### src/rtl/password_lock.sv
// Keypad password checker: collects DIGITS key codes, compares them against a stored
// password, locks out after MAX_TRIES consecutive failures, and allows reprogramming after a pass.
module password_lock #(
    parameter int DIGITS      = 4,
    parameter int DW          = 4,
    parameter int MAX_TRIES   = 3,
    parameter int LOCK_CYCLES = 1000,
    parameter logic [DIGITS*DW-1:0] DEFAULT_PWD = 16'h1234
) (
    input  logic                 clk,
    input  logic                 rst,
    input  logic                 enable,
    input  logic                 key_event,
    input  logic [DW-1:0]        key_value,
    input  logic                 key_clr,
    input  logic                 prog_req,
    output logic [DIGITS*DW-1:0] entry,
    output logic [3:0]           entry_cnt,
    output logic                 true_out,
    output logic                 false_out,
    output logic                 locked,
    output logic                 prog_active,
    output logic                 prog_done,
    output logic [3:0]           fail_cnt
);
    localparam int W  = DIGITS * DW;
    localparam int TW = (LOCK_CYCLES > 1) ? $clog2(LOCK_CYCLES) : 1;
    localparam logic [TW-1:0] LOCK_LOAD = TW'(LOCK_CYCLES - 1);
    localparam logic [3:0]    CNT_FULL  = 4'(DIGITS);
    localparam logic [3:0]    CNT_LAST  = 4'(DIGITS - 1);
    localparam logic [3:0]    TRIES     = 4'(MAX_TRIES);

    typedef enum logic [2:0] {
        S_IDLE, S_COLLECT, S_CHECK, S_PASS, S_FAIL, S_LOCKOUT, S_PROGRAM
    } state_t;

    state_t          r_state, w_nstate;
    logic [W-1:0]    r_entry, w_nentry, r_pwd, w_npwd;
    logic [3:0]      r_cnt, w_ncnt, r_fail, w_nfail, w_fail_inc;
    logic [TW-1:0]   r_timer, w_ntimer;
    logic            r_key_q;
    logic            w_take, w_commit;
    logic [W-1:0]    w_shift, w_first;
    logic            r_true, r_false, r_locked, r_prog_active, r_prog_done;

    // Edge history is tracked even while disabled so a press during enable=0 is lost, not queued.
    assign w_take     = enable & key_event & ~r_key_q;
    assign w_shift    = {r_entry[W-DW-1:0], key_value};
    assign w_first    = {{(W-DW){1'b0}}, key_value};
    assign w_fail_inc = r_fail + 4'd1;

    always_comb begin
        w_nstate = r_state;
        w_nentry = r_entry;
        w_ncnt   = r_cnt;
        w_nfail  = r_fail;
        w_ntimer = r_timer;
        w_npwd   = r_pwd;
        w_commit = 1'b0;
        if (enable) begin
            case (r_state)
                S_IDLE, S_FAIL: begin
                    if (w_take) begin
                        w_nentry = w_first;
                        w_ncnt   = 4'd1;
                        w_nstate = S_COLLECT;
                    end
                end
                S_PASS: begin
                    if (prog_req) begin
                        w_nstate = S_PROGRAM;
                        w_nentry = '0;
                        w_ncnt   = '0;
                    end else if (w_take) begin
                        w_nentry = w_first;
                        w_ncnt   = 4'd1;
                        w_nstate = S_COLLECT;
                    end
                end
                S_COLLECT: begin
                    if (key_clr) begin
                        w_nentry = '0;
                        w_ncnt   = '0;
                    end else if (r_cnt == CNT_FULL) begin
                        w_nstate = S_CHECK;
                    end else if (w_take) begin
                        w_nentry = w_shift;
                        w_ncnt   = r_cnt + 4'd1;
                    end
                end
                S_CHECK: begin
                    if (r_entry == r_pwd) begin
                        w_nstate = S_PASS;
                        w_nfail  = '0;
                    end else begin
                        w_nfail  = w_fail_inc;
                        if (w_fail_inc == TRIES) begin
                            w_nstate = S_LOCKOUT;
                            w_ntimer = LOCK_LOAD;
                        end else begin
                            w_nstate = S_FAIL;
                        end
                    end
                end
                S_LOCKOUT: begin
                    if (r_timer == '0) begin
                        w_nstate = S_IDLE;
                        w_nfail  = '0;
                        w_nentry = '0;
                        w_ncnt   = '0;
                    end else begin
                        w_ntimer = r_timer - 1'b1;
                    end
                end
                S_PROGRAM: begin
                    if (key_clr) begin
                        w_nentry = '0;
                        w_ncnt   = '0;
                    end else if (w_take) begin
                        if (r_cnt == CNT_LAST) begin
                            w_npwd   = w_shift;
                            w_commit = 1'b1;
                            w_nentry = '0;
                            w_ncnt   = '0;
                            w_nstate = S_IDLE;
                        end else begin
                            w_nentry = w_shift;
                            w_ncnt   = r_cnt + 4'd1;
                        end
                    end
                end
                default: w_nstate = S_IDLE;
            endcase
        end
    end

    always_ff @(posedge clk or negedge rst) begin
        if (!rst) begin
            r_state       <= S_IDLE;
            r_entry       <= '0;
            r_cnt         <= '0;
            r_fail        <= '0;
            r_timer       <= '0;
            r_pwd         <= DEFAULT_PWD;
            r_key_q       <= 1'b0;
            r_true        <= 1'b0;
            r_false       <= 1'b0;
            r_locked      <= 1'b0;
            r_prog_active <= 1'b0;
            r_prog_done   <= 1'b0;
        end else begin
            r_state       <= w_nstate;
            r_entry       <= w_nentry;
            r_cnt         <= w_ncnt;
            r_fail        <= w_nfail;
            r_timer       <= w_ntimer;
            r_pwd         <= w_npwd;
            r_key_q       <= key_event;
            r_true        <= (w_nstate == S_PASS);
            r_false       <= (w_nstate == S_FAIL);
            r_locked      <= (w_nstate == S_LOCKOUT);
            r_prog_active <= (w_nstate == S_PROGRAM);
            r_prog_done   <= w_commit;
        end
    end

    assign entry       = r_entry;
    assign entry_cnt   = r_cnt;
    assign fail_cnt    = r_fail;
    assign true_out    = r_true;
    assign false_out   = r_false;
    assign locked      = r_locked;
    assign prog_active = r_prog_active;
    assign prog_done   = r_prog_done;
endmodule
### config.mk
export PLATFORM = sky130hd
export DESIGN_NAME = password_lock
export DESIGN_NICKNAME = d
export VERILOG_FILES = /design/src/rtl/password_lock.sv
export SDC_FILE = /design/constraint.sdc
export NUM_CORES = 1
export LEC_CHECK = 0
export ABC_AREA = 1
export BUFFER_PORTS_ARGS = -buffer_cell sky130_fd_sc_hd__buf_2
export CAP_MARGIN = 20
export CORE_ASPECT_RATIO = 0.9
export CORE_MARGIN = 1.5
export CORE_UTILIZATION = 55
export DETAILED_ROUTE_END_ITERATION = 7
export PLACE_DENSITY = 0.83
export SYNTH_ARGS = -nofsm -noshare
export SYNTH_HDL_FRONTEND = slang
export SYNTH_SLANG_ARGS = --single-unit
### constraint.sdc
create_clock -name clk -period 3.35 [get_ports clk]
set_clock_uncertainty 0.1 [all_clocks]
set_input_delay 0 -clock clk [delete_from_list [all_inputs] [get_ports clk]]
set_output_delay 0 -clock clk [all_outputs]
set_load 0.05 [all_outputs]
# [Word level (Yosys, flattened, before mapping)]
# Cells that the tools add are included.
[totals] reg_bits=59 input_bits=10 output_inout_bits=29 wordCells=92
[classes] addsub=3 n_eq_ne=21 muxes=43 n_bitwise=4 reduce_logical=9
[ops] operator="16-bit 2-to-1 mux" n=9
[ops] operator="16-bit one-hot mux with 5 select lines" n=1
[ops] operator="4-bit 2-to-1 mux" n=10
[ops] operator="10-bit 2-to-1 mux" n=3
[ops] operator="3-bit 2-to-1 mux" n=10
[ops] operator="10-bit one-hot mux with 2 select lines" n=1
[ops] operator="4-bit one-hot mux with 5 select lines" n=1
[ops] operator="3-bit equality test (second input constant)" n=6
[ops] operator="3-bit one-hot mux with 6 select lines" n=1
[ops] operator="16-bit equality test" n=1
[ops] operator="10-bit zero test" n=1
[ops] operator="5-bit AND reduction" n=2
[ops] operator="10-bit by 1-bit subtractor with 10-bit output (second input constant)" n=1
[ops] operator="3-bit by 2-bit equality test with 1-bit output (second input constant)" n=3
[ops] operator="3-bit inequality test (second input constant)" n=3
[ops] operator="4-bit by 1-bit adder with 4-bit output (second input constant)" n=2
[ops] operator="4-bit by 2-bit equality test with 1-bit output (second input constant)" n=2
[ops] operator="2-bit inequality test (second input constant)" n=4
[ops] operator="4-bit one-hot mux with 2 select lines" n=1
[ops] operator="1-bit 2-to-1 mux" n=6
[ops] operator="6-bit AND reduction" n=1
[ops] operator="5-bit nonzero test" n=1
[ops] operator="4-bit by 3-bit equality test with 1-bit output (second input constant)" n=1
[ops] operator="3-bit by 1-bit equality test with 1-bit output (second input constant)" n=1
[ops] operator="other kinds (6)" n=8

# [Longest topological paths before layout]
[depth] depth_word=7 ltp_mapped=14 depth_no_buf=13

# [Least setup slack after synthesis]
# Ideal clock, no wire load.
[synth_path] path_type="register to register" from="reg r_cnt[0] (netlist: entry_cnt[0])" to="reg r_entry[6] (netlist: entry[6])" setup_time_ns=0.123 arrival_ns=1.923 t_required_ns=3.127 slack_ns=1.204 stages_incl_launch_ff=14 path_buffers=1 period_less_slack_ns=2.146 cell_sequence="dfrtp_1 -> inv_1 -> ha_1 -> inv_1 -> nor2_1 -> nand3_2 -> nand2_1 -> nor2_1 -> nand2_1 -> nor2_4 -> o21ai_2 -> inv_2 -> buf_6 -> o21ai_1"
[synth_via] elab_chain_len=5 word_cells_on_any_way=8 cone_classes="eq/ne (3); mux (4); reduce/logical (1)"
[synth_lines] element="from (decl)" line_no="39" rtl="logic [3:0] r_cnt, w_ncnt, r_fail, w_nfail, w_fail_inc;"
[synth_lines] element="from (signal assigned)" line_no="154" rtl="r_cnt <= w_ncnt;"
[synth_lines] element="4-bit by 2-bit equality test with 1-bit output" line_no="120" rtl="if (r_cnt == CNT_LAST) begin"
[synth_lines] element="16-bit 2-to-1 mux" line_no="120"
[synth_lines] element="16-bit 2-to-1 mux" line_no="119" rtl="end else if (w_take) begin"
[synth_lines] element="16-bit 2-to-1 mux" line_no="116" rtl="if (key_clr) begin"
[synth_lines] element="16-bit one-hot mux with 5 select lines" line_no="61" rtl="case (r_state)"
[synth_lines] element="to (signal assigned)" line_no="153" rtl="r_entry <= w_nentry;"
[synth_lines] element="to (decl)" line_no="38" rtl="logic [W-1:0] r_entry, w_nentry, r_pwd, w_npwd;"
# Parallel ways exist; a longest one is shown, timed or not. The select of a mux whose other input is x is not followed.
# A chain may end at the register's enable or synchronous reset.

# [Worst setup path after layout]
[layout_path] from="reg r_state[1]" to="reg r_timer[2]"
[layout_via] elab_chain_len=3 word_cells_on_any_way=8 cone_classes="eq/ne (5); mux (1); reduce/logical (2)"
[layout_lines] element="from (decl)" line_no="37" rtl="state_t r_state, w_nstate;"
[layout_lines] element="from (signal assigned)" line_no="152" rtl="r_state <= w_nstate;"
[layout_lines] element="3-bit equality test / 3-bit by 2-bit equality test with 1-bit output (equally long branches)" line_no="61"
[layout_lines] element="2-bit inequality test (no line) / 2-bit nonzero test (equally long branches)"
[layout_lines] element="5-bit AND reduction (no line)"
[layout_lines] element="to (signal assigned)" line_no="156" rtl="r_timer <= w_ntimer;"
[layout_lines] element="to (decl)" line_no="40" rtl="logic [TW-1:0] r_timer, w_ntimer;"
# Parallel ways exist; a longest one is shown, timed or not.

==> results by stage <==
Worst setup path:
- The critical path goes through inv_1 -> ha_1 -> nand2_1 -> a21oi_2 -> o21ai_1 -> nor2_1 -> nand2_2 -> o21ai_0 -> o211ai_2.
- The terminus of the critical flop-to-flop path is r_timer[2]$_DFFE_PN0P_.
- Counting both buffers and inverters, the worst setup path holds a total of 1.
- The cell at the slowest stage of the critical path is dfrtp_1.
- The cell family with the largest share of critical-path delay is compound AO/OA/AOI/OAI gates.
- Data on the critical path is required at its endpoint by 3.46 ns.
- The worst register-to-register path begins at r_state[1]$_DFF_PN0_.
- Tracing the worst setup path back leads to its startpoint at r_state[1]$_DFF_PN0_.
- The critical path in this run is classified as flip-flop to flip-flop.
- STA classifies the critical path endpoint as a flip-flop.
- STA classifies the critical path startpoint as a flip-flop.
- The cell depth of the worst flop-to-flop path is 9.
- In this run the worst path has a maximum fanout of 18.
- The critical path arrival is 2.68 ns.
- The maximum single-stage delay on the critical path is 0.45 ns.
- The timing endpoint of the critical path is r_timer[2]$_DFFE_PN0P_.
- For flop-to-flop paths, the worst setup slack is 0.77 ns.
- Counting buffers and inverters, the worst setup path is 9 cells deep.

Clock network:
- The clock buffer count from CTS is 9.
- The clock edge transition at the registers on the reported setup and hold paths is 0.08 ns.
- Once the clock tree was built, the resizer swapped 0 gates to a different size.
- The number of H-tree branching levels is 3.
- The clock reaches the later pin of the worst-skew pair after 0.34 ns.
- The number of sinks driven by the clock tree is 59.
- The root buffer selected by CTS is clkbuf_8.
- No sink is reached through more buffers than the 2 on the longest clock path.
- The clock tree from TritonCTS is built.

Synthesis:
- The leading area contributor after synthesis is dfrtp_1.
- The average instance in the mapped netlist occupies 7.56 um2.
- When the netlist entered floorplanning its net count stood at 450.
- In this run, synthesis produced a sequential element count of 59.
- After synthesis, the netlist uses 30 different library cells.
- After synthesis, the cell types taking the most area are dfrtp_1, nand2_1, inv_1.
- During synthesis, Yosys emitted a total of 0 warnings.
- After technology mapping, the gate count stands at 430.
- The synthesized netlist occupies a cell area of 3250 um2.
- The top cell type's share of synthesized area is 0.416.
- The share of the Yosys chip area taken by registers is 0.456.

Place:
- The half-perimeter wire length after detailed placement is 4870 um.
- The number of port buffers is 38.
- The last weighted congestion value of the routability-driven placer is 0.899.

STA:
- The worst-margin pin slew is 0.582 ns.
- Measured against its own limit, the worst slew margin works out to 0.612.
- The final worst-path cycle share is 0.770.
- Setup violations remaining at the end of the flow were counted as 0.
- The post-route minimum period is 2.58 ns.
- In the final timing run, aggregate negative setup slack is 0 ns.
- The highest clock frequency the design can meet is 388 MHz.
- The minimum hold slack is 0.0971 ns.
- The number of max-slew violations in the final report is 0.
- Setup repair after global routing left no endpoint under its margin.
- The number of hold violations in the final report is 0.

Power and ir drop:
- Of the total power, the share spent switching nets is 0.449.
- Summed over all cells, the static leakage comes to 2.02 nW.
- The internal power contribution is 1.47 mW.
- The ratio of total power to cell area is 709 nW/um2.
- Of the total power, combinational logic draws 0.392.
- The share of total power in sequential cells is 0.375.
- The worst-case IR drop observed on VDD is 481 uV.
- The clock network fraction of total power is 0.233.
- The switching power of the nets is 1.19 mW.

Floorplan:
- The x dimension of the die is 84.0 um.
- Measured along the y axis, the die boundary spans 75.9 um.
- The initial utilization of the core area, before any placement, comes to 0.571.
- The placement row count is 26.
- The die covers 6380 um2.
- After floorplanning, the core was sized to cover 5690 um2.
- The I/O pin total is 39.

Finish:
- 0 antenna diodes ended up in the layout.
- Leaving out fill and tap cells, the most frequent cells in the layout are nand2_1, inv_1, dfrtp_1, nor2_1, buf_2.
- The sequential cell area in the final layout is 1480 um2.
- Compared with the post-synthesis result, the final layout area differs by 15.5%.
- The most common cell after layout, fill and taps aside is nand2_1.
- In the final design database the tool counted 501 nets.
- The number of fill cells in the layout is 465.
- Summing all multi-input logic gate instances after layout gives 1450 um2.
- The ratio of cells with drive above 1 in the final layout is 0.175.

Routing:
- Detailed routing inserted a total of 2866 vias.
- The number of violations reported at the end of detailed-routing iteration 0 is 219.
- Dividing the detail-routed via count by the number of cells gives 5.15.
- For this run, design rule violations remaining after detail routing come to 0.
- In this run the remaining antenna-violating nets after routing total 0.
- The pre-antenna-repair detailed-routing pass consisted of 4 iterations.
- The total wire length after detailed routing is 6860 um.
- In the final routed layout, each cell accounts on average for 12.3 um.

Global route:
- After global routing the overflow that remains totals 0.
- For this run, the total global-route usage over all layers was measured as 0.238.
- The initial antenna violation count is 0.
- The via count of the first global-routing pass came to 2811.
- Entering global routing, the biggest net connects 35 pins.
- The first global-routing pass estimated 12200 um of wire.

Worst hold path:
- In this run the worst hold path is classified as input pin to asynchronous set/reset pin.

Job:
- The number of maximum-capacitance violations is 0.

Outcome:
- The flow ran to the end, and the final reports show no timing, DRC or antenna violations.
[area by class of cell]
| class | count | area share |
|---|---|---|
| clock buffer | 11 | 0.0350 |
| clock inverter | 5 | 0.0147 |
| inverter | 73 | 0.0730 |
| multi-input combinational | 291 | 0.386 |
| sequential | 59 | 0.395 |
| tap | 70 | 0.0233 |
| timing repair buffer | 47 | 0.0733 |
[cell usage after synthesis, drive strengths merged]
cell type  count
nor3           4
o31ai          3
inv           73
dfrtp         54
a22oi          1
buf            4
xor2          10
nand4          3
o22ai          1
clkbuf         3
o21ai         52
a31o           1
nand2        133
a21oi          5
nand3         19
ha            10
dfstp          5
o211ai         1
nor2          48
[metal layers]
| layer | GRT usage | vias up | part of all wire |
|---|---|---|---|
| li1 | - | 1437 | - |
| met5 | 0 | - | 0 |
| met1 | 0.316 | 1341 | 0.46 |
| met2 | 0.368 | 72 | 0.46 |
| met3 | 0.0599 | 16 | 0.046 |
| met4 | 0.108 | 0 | 0.029 |
[worst reg2reg max path, cell delays in order, from the launching register on]
cell	delay [ns]
dfrtp_1	0.45
inv_1	0.11
ha_1	0.23
nand2_1	0.29
a21oi_2	0.27
o21ai_1	0.10
nor2_1	0.22
nand2_2	0.25
o21ai_0	0.31
o211ai_2	0.12
[state kept, by name, summed over array words and instances, names as in the netlist]
register	cells
entry	16
r_pwd	16
r_timer	10
entry_cnt	4
fail_cnt	4
r_state	3
false_out	1
locked	1
prog_active	1
prog_done	1
r_key_q	1
true_out	1
[power by group through the flow]
stage          clock network [mW]  registers (mW)  logic (mW)
5_1_grt                     0.668            1.02        1.15
3_5_place_dp                    0            1.01        1.03
3_3_place_gp                    0            1.00        1.00
4_1_cts                     0.631           0.995        1.05
6_report                    0.620           0.999        1.04
2_1_floorplan                   0            1.28       0.514
[worst min path at each step]
stage                 start                  endpoint  slack, ns
global route            rst  entry_cnt[3]$_DFFE_PN0P_       0.17
floorplan               rst      entry[0]$_DFFE_PN0P_      -0.40
finish                  rst  entry_cnt[3]$_DFFE_PN0P_        0.1
detailed placement      rst    r_timer[5]$_DFFE_PN0P_      -0.06
global placement        rst    r_timer[7]$_DFFE_PN0P_      -0.06
CTS                 key_clr  entry_cnt[3]$_DFFE_PN0P_        0.1
[metrics by stage]
stage               setup slack (ns)  instance area, um2  std cells  utilization  total power, mW
floorplan                       1.20                3250        430            -             1.79
global placement                1.01                3500        533        0.614             2.00
detailed placement             0.808                3500        533        0.614             2.04
CTS                            0.775                3750        556        0.659             2.67
global route                   0.549                3750        556        0.659             2.83
finish                         0.770                3750        556        0.659             2.66
[cell families after synthesis]
family	count (synthesis)	share of synthesized area
AO/OA/AOI/OAI	64	0.118
XOR/XNOR	10	0.0269
adder cells (fa/ha/maj)	10	0.0385
buffers and inverters	80	0.0985
flip-flops	59	0.456
AND/OR/NAND/NOR	207	0.262
[timing repair]
| item | 4_1_cts | 5_1_grt |
|---|---|---|
| hold buffers | 7 | 0 |
| setup buffers | 0 | 0 |
| setup endpoints to repair | 0 | 0 |
| endpoints found under the hold margin | 36 | 0 |
(Power assumes the default switching activity.)
